<file path="src/rtl/uc_eng_port.sv">
// ---------------------------------------------------------------------------
// uc_eng_port
//
// Per-engine endpoint of the unit-clause (UC) arbiter interface. One instance
// sits beside each BCP engine.
//
//   Inbound path : UCs broadcast by the arbiter are buffered in a show-ahead
//                  FIFO and handed to the engine core.
//   Outbound path: implied UCs produced by the core are buffered and offered
//                  to the arbiter, drained either one entry per rising edge of
//                  this engine's engmask bit (mask mode) or on a wrapper
//                  priority-queue grant (PQ mode).
//   Conflict     : an arbiter conflict flushes both FIFOs and parks the port in
//                  HALT until restart is seen with conflict low.
//
// Ports
//   clk, rst                       clock, asynchronous active-low reset
//   uca2eng, uca2eng_push          broadcast UC from the arbiter
//   eng2uca_full                   inbound FIFO full (arbiter back-pressure)
//   core_uc, core_uc_valid         inbound head towards the core
//   core_pop                       core consumes core_uc
//   imp_uc, imp_valid, imp_ready   implied UC from the core
//   engmask, input_mode, pq_grant  outbound drain control
//   eng2uca, eng2uca_valid         outbound head / offered-this-cycle
//   eng2uca_empty                  outbound FIFO empty (or port halted)
//   conflict, restart              halt / resume control
//   overflow                       sticky: a broadcast UC was dropped
// ---------------------------------------------------------------------------
`ifndef NUM_ENGINE
`define NUM_ENGINE 4
`endif
`ifndef LIT_IDX_MAX
`define LIT_IDX_MAX 1023
`endif

module uc_eng_port #(
    parameter int ENG_ID    = 0,
    parameter int IN_DEPTH  = 8,
    parameter int OUT_DEPTH = 8,
    parameter int LIT_W     = $clog2(`LIT_IDX_MAX) + 1
) (
    input  logic                   clk,
    input  logic                   rst,
    input  logic [LIT_W-1:0]       uca2eng,
    input  logic                   uca2eng_push,
    output logic                   eng2uca_full,
    output logic [LIT_W-1:0]       core_uc,
    output logic                   core_uc_valid,
    input  logic                   core_pop,
    input  logic [LIT_W-1:0]       imp_uc,
    input  logic                   imp_valid,
    output logic                   imp_ready,
    input  logic [`NUM_ENGINE-1:0] engmask,
    input  logic                   input_mode,
    input  logic                   pq_grant,
    output logic [LIT_W-1:0]       eng2uca,
    output logic                   eng2uca_valid,
    output logic                   eng2uca_empty,
    input  logic                   conflict,
    input  logic                   restart,
    output logic                   overflow
);

    localparam int IN_AW  = $clog2(IN_DEPTH);
    localparam int IN_CW  = IN_AW + 1;
    localparam int OUT_AW = $clog2(OUT_DEPTH);
    localparam int OUT_CW = OUT_AW + 1;

    typedef enum logic {
        RUN  = 1'b0,
        HALT = 1'b1
    } state_t;

    state_t state_q;

    // Inbound FIFO
    logic [LIT_W-1:0] in_mem [IN_DEPTH];
    logic [IN_AW-1:0] in_wr_ptr, in_rd_ptr;
    logic [IN_CW-1:0] in_count;

    // Outbound FIFO
    logic [LIT_W-1:0]  out_mem [OUT_DEPTH];
    logic [OUT_AW-1:0] out_wr_ptr, out_rd_ptr;
    logic [OUT_CW-1:0] out_count;

    // Previous value of this engine's engmask bit, for edge detection.
    logic mask_q;

    logic run;
    logic in_empty, in_full, in_push, in_rd, in_wr, in_drop;
    logic out_empty, out_full, out_wr, out_rd, grant_edge;

    // Only this engine's bit of engmask matters here.
    logic unused_engmask;
    assign unused_engmask = ^engmask;

    assign run = (state_q == RUN);

    // ---------------- inbound ----------------
    assign in_empty = (in_count == '0);
    assign in_full  = (in_count == IN_CW'(IN_DEPTH));

    assign core_uc_valid = run && !in_empty;
    assign core_uc       = in_empty ? '0 : in_mem[in_rd_ptr];
    assign eng2uca_full  = run && in_full;

    // conflict wins over every same-cycle push/pop, so a push on the conflict
    // cycle is neither stored nor counted as an overflow.
    assign in_rd   = core_pop && core_uc_valid && !conflict;
    assign in_push = uca2eng_push && run && !conflict;
    // A pop in the same cycle frees the slot, so a push at full still lands.
    assign in_wr   = in_push && (!in_full || in_rd);
    assign in_drop = in_push && in_full && !in_rd;

    // ---------------- outbound ----------------
    assign out_empty = (out_count == '0);
    assign out_full  = (out_count == OUT_CW'(OUT_DEPTH));

    // No pop look-ahead: a full FIFO refuses writes even while draining.
    assign imp_ready = run && !out_full;
    assign out_wr    = imp_valid && imp_ready && !conflict;

    assign grant_edge    = engmask[ENG_ID] && !mask_q;
    assign eng2uca_valid = run && !out_empty && (input_mode ? 1'b1 : grant_edge);
    assign out_rd        = eng2uca_valid && (input_mode ? pq_grant : 1'b1) && !conflict;
    assign eng2uca       = out_empty ? '0 : out_mem[out_rd_ptr];
    assign eng2uca_empty = !run || out_empty;

    // NOTE: storage arrays carry no reset; validity comes from the reset
    // counters, and the heads are forced to zero while their FIFO is empty.
    always_ff @(posedge clk) begin
        if (in_wr) begin
            in_mem[in_wr_ptr] <= uca2eng;
        end
        if (out_wr) begin
            out_mem[out_wr_ptr] <= imp_uc;
        end
    end

    // NOTE: all state updates use non-blocking assignments so every register
    // samples the pre-edge values, independent of statement order.
    always_ff @(posedge clk or negedge rst) begin
        if (!rst) begin
            state_q    <= RUN;
            in_wr_ptr  <= '0;
            in_rd_ptr  <= '0;
            in_count   <= '0;
            out_wr_ptr <= '0;
            out_rd_ptr <= '0;
            out_count  <= '0;
            overflow   <= 1'b0;
            mask_q     <= 1'b0;
        end else begin
            // Edge register tracks engmask in both modes and in HALT, so a
            // bit already high when mask mode is entered is not an edge.
            mask_q <= engmask[ENG_ID];

            if (conflict) begin
                state_q    <= HALT;
                in_wr_ptr  <= '0;
                in_rd_ptr  <= '0;
                in_count   <= '0;
                out_wr_ptr <= '0;
                out_rd_ptr <= '0;
                out_count  <= '0;
            end else begin
                if (state_q == HALT && restart) begin
                    state_q <= RUN;
                end

                if (in_wr) begin
                    in_wr_ptr <= in_wr_ptr + IN_AW'(1);
                end
                if (in_rd) begin
                    in_rd_ptr <= in_rd_ptr + IN_AW'(1);
                end
                in_count <= in_count + IN_CW'(in_wr) - IN_CW'(in_rd);

                if (in_drop) begin
                    overflow <= 1'b1;
                end

                if (out_wr) begin
                    out_wr_ptr <= out_wr_ptr + OUT_AW'(1);
                end
                if (out_rd) begin
                    out_rd_ptr <= out_rd_ptr + OUT_AW'(1);
                end
                out_count <= out_count + OUT_CW'(out_wr) - OUT_CW'(out_rd);
            end
        end
    end

endmodule

</file>
<file path="config.mk">
export PLATFORM = sky130hd
export DESIGN_NAME = uc_eng_port
export DESIGN_NICKNAME = d
export VERILOG_FILES = /design/src/rtl/uc_eng_port.sv
export SDC_FILE = /design/constraint.sdc
export NUM_CORES = 1
export LEC_CHECK = 0
export ABC_AREA = 1
export BUFFER_PORTS_ARGS = -buffer_cell sky130_fd_sc_hd__buf_2
export CELL_PAD_IN_SITES_DETAIL_PLACEMENT = 1
export CELL_PAD_IN_SITES_GLOBAL_PLACEMENT = 1
export CORE_UTILIZATION = 44
export CTS_BUF_LIST = sky130_fd_sc_hd__clkbuf_4 sky130_fd_sc_hd__clkbuf_8 sky130_fd_sc_hd__clkbuf_16
export DETAILED_ROUTE_END_ITERATION = 10
export GPL_TIMING_DRIVEN = 0
export HOLD_SLACK_MARGIN = 0.1
export PLACE_DENSITY = 0.87
export SLEW_MARGIN = 20
export SYNTH_ARGS = -nofsm -noshare
export SYNTH_HDL_FRONTEND = slang
export SYNTH_SLANG_ARGS = --single-unit
</file>
<file path="constraint.sdc">
create_clock -name clk -period 2 [get_ports clk]
set_input_delay 0.1 -clock clk [delete_from_list [all_inputs] [get_ports clk]]
set_output_delay 0.1 -clock clk [all_outputs]
set_load 0.05 [all_outputs]
</file>
==> results of run 1 <==
## worst paths after layout
kind | endpoint | slack (ns)
hold reg to reg | overflow | 0.52
setup / recovery | out_mem[4][4] | -0.27
max in group asynchronous | out_rd_ptr[1] | 1.40
hold / removal | out_count[2] | 0.18
min in group clk | out_wr_ptr[1] | 0.33
setup reg to reg | out_mem[4][4] | -0.27
## registers in the layout, summed over array words and instances (netlist names), 3 cells and up
| signal | flops |
|---|---|
| out_count | 4 |
| out_rd_ptr | 3 |
| out_mem | 88 |
| in_mem | 88 |
| in_wr_ptr | 3 |
| out_wr_ptr | 3 |
| in_count | 4 |
| in_rd_ptr | 3 |
## metrics by stage
| stage | power [W] | setup slack (ns) |
|---|---|---|
| final | 0.01207 | -0.2726 |
| after global routing | 0.01232 | -0.3558 |
| after CTS | 0.01125 | -0.2758 |
| after detailed placement | 0.007074 | -0.6337 |
| after global placement | 0.006965 | -0.5507 |
| after floorplan | 0.006380 | -0.01068 |
## cells by family (layout without fill, tap and decap cells)
logic type	count (synthesis)	after routing	synth area share
adder cells (fa/ha/maj)	17	17	0.02689
buffers and inverters	67	269	0.04757
XOR/XNOR	6	6	0.006206
flip-flops	199	199	0.6920
AO/OA/AOI/OAI	149	149	0.1025
AND/OR/NAND/NOR	260	260	0.1248
## report_power, final
part / internal [W] / switching, W
sequential: 0.00460 / 0.0000684
combinational: 0.00139 / 0.00234
clock: 0.00173 / 0.00194
## cell usage in the layout (no fill, tap or decap), types with 3 or more instances in the layout
cell           instances
ha_1                   9
nor3_4                 4
o21ai_0               16
o22ai_2                7
buf_4                 53
nand3_1               13
buf_6                 59
ha_4                   4
o21ai_4                3
clkbuf_16             22
o21ai_1               52
nand3_2                4
inv_4                  3
inv_1                 17
o211ai_2               3
xor2_1                 3
nand2_1               49
nor2_1               121
a21oi_1                4
buf_8                 10
nor2_4                17
dlygate4sd3_1         28
inv_2                  9
nand2_2                3
dfrtp_1               21
edfxtp_1             176
nor2_2                40
o21ai_2               25
o211ai_1              19
o22ai_1               15
buf_12                10
clkinv_8              10
buf_2                 37
inv_6                  3
## cell usage after synthesis
cell / n / area, sq um
nand4_2: 1 / 12.51
o21bai_1: 1 / 7.510
o31ai_1: 1 / 7.510
xnor2_1: 3 / 26.28
nand4_1: 1 / 6.260
clkbuf_1: 2 / 7.510
nand2_2: 1 / 6.260
a31oi_1: 1 / 6.260
ha_1: 15 / 187.7
nand2_1: 53 / 198.9
o22ai_1: 22 / 137.6
or2_2: 1 / 6.260
nor3b_1: 1 / 7.510
fa_1: 2 / 40.04
nand3_2: 1 / 10.01
nand3_1: 18 / 90.09
xor2_1: 3 / 26.28
buf_2: 10 / 50.05
o21ai_2: 5 / 43.79
nor3_2: 4 / 40.04
clkbuf_4: 1 / 7.510
inv_2: 3 / 11.26
buf_4: 12 / 90.09
o211ai_2: 3 / 37.54
dfrtp_1: 23 / 575.6
inv_4: 3 / 18.77
buf_6: 11 / 123.9
o21ai_0: 25 / 125.1
o211ai_1: 19 / 142.6
o21ai_1: 66 / 330.3
nor2_1: 178 / 668.1
edfxtp_1: 176 / 5285
a21oi_1: 6 / 30.03
inv_1: 25 / 93.84
nand2_4: 1 / 11.26
## per-layer routing
| layer | up-vias | global-route usage | part of all wire |
|---|---|---|---|
| met1 | 3477 | 0.3500 | 0.37 |
| met3 | 116 | 0.04450 | 0.055 |
| met2 | 359 | 0.5394 | 0.52 |
| li1 | 2857 | - | - |
| met5 | - | 0 | 0 |
| met4 | 0 | 0.1310 | 0.052 |
## worst reg2reg max path, stage by stage, from the launching register on
cell and delay [ns]:
dfrtp_1 0.42, ha_4 0.18, nand3_2 0.07, nand3_2 0.11, nor2_4 0.14, buf_4 0.12
nand2_1 0.18, nor2_2 0.67
## repair_timing
action / CTS / global route
hold buffers: 28 / 0
setup buffers: 47 / 34
hold endpoints to repair: 211 / 0
cloned: 3 / 5
endpoints found under the setup margin: 205 / 194
pin swaps: 46 / 91
gates resized for setup: 137 / 147
## area by class of cell
class,instances,share of cell area
plain buffers,32,0.03057
clock buffers,17,0.03609
clock inverters,15,0.01730
inverters,31,0.01263
multi-input cells,432,0.2361
flip-flops and latches,199,0.4975
well taps,234,0.02484
repair buffers,174,0.1450
==> results.md, run 1 <==
* RePlAce Congestion at 0.7778
* Slew Limit Headroom at 0.4657
* WHS at 0.1819 ns
* Area after DPL at 9102 sq um
* Mapped Nets at 750
* Area grow syn2layout at 39.16%
* Htree depth at 4
* Number of global-route vias before repair at 7080
* Register area at 5863 sq um
* Arrival @ worst endpoint at 2.35 ns
* Crit. End Element: flop
* Layout Nets at between 900 and 1000
* Clock skew at 0.01480 ns
* Placed instance count at 990
* Initial antenna violation count at 0
* Final hold viol count at 0
* Worst Path Buf+Inv at 1
* Die width at ~140 microns
* Origin of the worst setup path: out_count[3]
* Footprint of the multi-input gates at 2783 sq um
* Largest net degree at the start of global routing at 24
* Starting Density at 0.4513
* Sink Count at between 150 and 200
* Fraction of layout cells with a size suffix above 1 at 0.3900
* Total CTS buffers at 17
* Clock Latency Late Sink at approximately 0.45 ns
* R2R depth at 7
* Maximum VDD drop at 0.0006758 V
* Gr usage total at 0.2974
* Final Setup Violations at 111
* Post-route ant nets at 0
* Syn Std Cell Area at 8469 sq um
* Pleak at 4.390 nW
* Placed wire-length estimate at 15.06 mm
* Port bufs at 58
* Yosys Warn Count at 0
* Clk root buf: clkbuf_16
* Critical path's largest stage delay at roughly 0.67 ns
* Max Root-Sink Buffers at 2
* Ant diodes at 0
* CP top delay family: simple AND/OR/NAND/NOR gates
* RSZ-0062 raised after global routing: true
* Non-Filler Instances at 1134
* # IOs at between 60 and 70
* Synth Register Bits at slightly below 200
* Setup CP Type: flop to flop
* Reg2reg start: out_count[3]
* GRT overflow at 0
* Crit path time final at 2.273 ns
* Final slew viol count at 0
* Die H at between 100 and 150 microns
* Maxcap violations at 0
* Critical Path RT at 2.08 ns
* Full die area at between 15000 and 20000 sq um
* Wire length per cell at 28.33 microns
* Count of different cell masters after synthesis at 35
* Finished Cell Area at around 12000 sq um
* Worst Path Max Fanout at 11
* Num rows at 50
* Final WL at 32.13 mm
* DRC violation count after routing at 2
* Avg Inst Size Synth at around 12 sq um
* Total core area at around 19000 sq um
* Setup ws final at -0.2726 ns
* Failing checks: DRC, setup timing
* Layout Utilization at 0.6280
* Number of DRC markers in iteration 0 at 599
* Seq/Total Area, Yosys at 0.6920
* Post-Syn Instances at roughly 700
* Vias per cell at around 6.0
* CP startpoint kind: flop
* Slowest cell on crit path: nor2_2
* Clk pin slew, worst setup/hold paths at around 0.08 ns
* Hold Path Class: input port to async pin
* Via count at slightly below 7000
* DRT Pass-1 Iters at 10
* CP Depth at 7
* FILL cells at 1804
* Slew at the pin closest to its max-slew limit at around 0.8 ns
* Most used cell, CP: nand3_2
* Final worst-path cycle share at 1.136
* Status: finished, violations left
* Max Freq at around 0.44 GHz
* First-pass GRT wire length at between 40 and 50 mm
* CTS tree: done
* Crit-path cells: ha_4 > nand3_2 > nand3_2 > nor2_4 > buf_4 > nand2_1 > nor2_2
* Power density cells at 1024 nW/um^2
* Setup TNS at -19.66 ns
(Power assumes the default switching activity.)
==> run 2: changes to the inputs <==
Settings changed: CELL_PAD_IN_SITES_DETAIL_PLACEMENT 1 to not set, CELL_PAD_IN_SITES_GLOBAL_PLACEMENT 1 to not set, CORE_UTILIZATION 44 to 54, PLACE_DENSITY 0.87 to 0.88.
==> run 2 against run 1 <==
Effect of this change:
- the flow finishes with violations (setup timing)
- critical path depth up 5
- count of clock-buffer cells in the layout did not move
- non-clock buffer count decreased by 36
- power down 6.2%
- register-to-register slack improved by 0.08 ns
- clock power fell by 10%
- combinational power fell by 9.4%
- clock skew shrank 0.0045 ns
- fmax is 3.8% higher
- wire length down 29%
- final cell count down 5.3%
- utilization increased by 11 points
==> results.md, run 2 (synthesis results as in run 1) <==
* Status: finished, violations left (unchanged)
* Failing checks: setup timing (was DRC, setup timing)
* Placed instance count at 967 (was 990)
* Power density cells at 1004 nW/um^2 (was 1024 nW/um^2)
* Vias per cell at 5.989 (was 6.004)
* Finished Cell Area at 11280 sq um (was 11790 sq um)
* Htree depth at 4 (unchanged)
* Hold Path Class: input port to async pin (unchanged)
* Setup TNS at -1.036 ns (was -19.66 ns)
* R2R depth at 12 (was 7)
* Worst slack, placed at -0.4132 ns (was -0.6337 ns)
* Die width at 127.2 microns (was 140.7 microns)
* Setup ws final at -0.1888 ns (was -0.2726 ns)
* Slew Limit Headroom at 0.6368 (was 0.4657)
* Layout Utilization at 0.7393 (was 0.6280)
* Layout Nets at 904 (was 939)
* Max Root-Sink Buffers at 2 (unchanged)
* Area grow syn2layout at 33.20% (was 39.16%)
* Total CTS buffers at 17 (unchanged)
* Ant diodes at 0 (unchanged)
* Initial antenna violation count at 0 (unchanged)
* Starting Density at 0.5551 (was 0.4513)
* FILL cells at 823 (was 1804)
* Number of global-route vias before repair at 5982 (was 7080)
* Placed wire-length estimate at 11.48 mm (was 15.06 mm)
* Total core area at 15260 sq um (was 18770 sq um)
* Final WL at 22.68 mm (was 32.13 mm)
* GRT overflow at 0 (unchanged)
* DRC violation count after routing at 0 (was 2)
* Worst Path Max Fanout at 2 (was 11)
* Area after DPL at 9056 sq um (was 9102 sq um)
* Fraction of layout cells with a size suffix above 1 at 0.3360 (was 0.3900)
* # IOs at 63 (unchanged)
* Commonest non-fill, non-tap cell in the layout: edfxtp_1 (unchanged)
* Non-Filler Instances at 1074 (was 1134)
* Reg-to-reg endpoint: out_count[1] (was out_mem[4][4])
* Setup CP Type: flop to flop (unchanged)
* Reg2reg start: out_count[3] (unchanged)
* Setup slack, reg-to-reg at -0.19 ns (was -0.27 ns)
* DRT Pass-1 Iters at 6 (was 10)
* RePlAce Congestion at 0.8064 (was 0.7778)
* Final Setup Violations at 22 (was 111)
* Die H at 127.2 microns (was 140.7 microns)
* Final hold viol count at 0 (unchanged)
* Largest net degree at the start of global routing at 24 (unchanged)
* First-pass GRT wire length at 30.64 mm (was 42.76 mm)
* Critical Path RT at 2.36 ns (was 2.08 ns)
* Post-route ant nets at 0 (unchanged)
* Max Freq at 0.4569 GHz (was 0.4400 GHz)
* Final slew viol count at 0 (unchanged)
* RSZ-0062 raised after global routing: true (unchanged)
* Maximum VDD drop at 0.0007445 V (was 0.0006758 V)
* Crit. End Element: flop (unchanged)
* CTS tree: done (unchanged)
* Slew at the pin closest to its max-slew limit at 0.5449 ns (was 0.8006 ns)
* CP startpoint kind: flop (unchanged)
* Clock Latency Late Sink at 0.44 ns (was 0.45 ns)
* Final worst-path cycle share at 1.094 (was 1.136)
* Num rows at 45 (was 50)
* Clock skew at 0.01028 ns (was 0.01480 ns)
* Full die area at 16190 sq um (was 19810 sq um)
* Port bufs at 58 (unchanged)
* Crit path time final at 2.189 ns (was 2.273 ns)
* Via count at 6432 (was 6809)
* Wire length per cell at 21.12 microns (was 28.33 microns)
* Regs by FF count: in_mem: 88 flops, out_mem: 88 flops (unchanged)
* Gr usage total at 0.2550 (was 0.2974)
* Arrival @ worst endpoint at 2.55 ns (was 2.35 ns)
* Number of DRC markers in iteration 0 at 672 (was 599)
* Clk pin slew, worst setup/hold paths at 0.07 ns (was 0.08 ns)
* Most frequent cells in the layout: edfxtp_1 (176), nor2_1 (126), o21ai_1 (65), nand2_1 (47), buf_2 (39) (was edfxtp_1 (176), nor2_1 (121), buf_6 (59), buf_4 (53), o21ai_1 (52))
* Clk root buf: clkbuf_16 (unchanged)
* Pleak at 4.141 nW (was 4.390 nW)
* Maxcap violations at 0 (unchanged)
* Sink Count at 199 (unchanged)
==> run 2: final cells by class <==
cell class,instances,area [sq um],area share
Timing Repair inverter,1,8.758,0.0007764
Buffer,35,417.9,0.03705
Inverter,31,146.4,0.01298
Multi-Input combinational cell,432,2685,0.2380
Clock inverter,13,123.9,0.01098
Tap cell,211,264.0,0.02340
Timing Repair Buffer,135,1345,0.1192
Clock buffer,17,425.4,0.03771
Sequential cell,199,5864,0.5199
==> run 2: where the power goes <==
part	switching (W)	internal, W
logic	0.00209	0.00128
clock network	0.00155	0.00172
registers	0.0000641	0.00461
total	0.00371	0.00761
==> run 2: repair_timing <==
| item | CTS | global route |
|---|---|---|
| buffers inserted | 29 | 14 |
| gates cloned | 0 | 8 |
| hold buffers | 29 | 0 |
| endpoints found under the setup margin | 203 | 118 |
| resized for setup | 92 | 142 |
| hold endpoints to repair | 212 | 0 |
| pin swaps | 25 | 65 |
==> run 2: metal layers <==
layer  up-vias  part of all wire  wire (microns)  track usage
li1       2789                 -               -            -
met1      3068              0.35            7917       0.2996
met2       468              0.52           11800       0.4599
met3       107             0.083            1881      0.04690
met4         0             0.048            1082       0.1092
met5         -                 0               0            0
==> run 2: worst max-delay path, cell delays in order (launching register included) <==
cell,delay (ns)
dfrtp_1,0.43
ha_4,0.19
nand3_4,0.07
nand3_4,0.09
nor2_4,0.11
buf_6,0.11
inv_4,0.03
ha_4,0.25
inv_2,0.04
ha_4,0.15
fa_2,0.53
inv_2,0.04
nor2_1,0.08
==> run 2: how the worst max path moves through the flow <==
stage	start	end	slack (ns)
2_1_floorplan	out_count[2]	out_count[1]	-0.01
3_3_place_gp	in_count[2]	in_mem[4][6]	-0.39
3_5_place_dp	in_count[2]	in_mem[2][7]	-0.41
4_1_cts	out_count[3]	out_mem[2][0]	-0.16
5_1_grt	out_count[3]	out_count[1]	-0.25
6_report	out_count[3]	out_count[1]	-0.19
==> run 2: metrics by stage <==
stage,hold WS (ns),power (W)
floorplan,-0.1956,0.006380
CTS,0.1948,0.01053
global route,0.2358,0.01162
detailed placement,0.1134,0.006959
global placement,0.1098,0.006907
finish,0.1764,0.01132
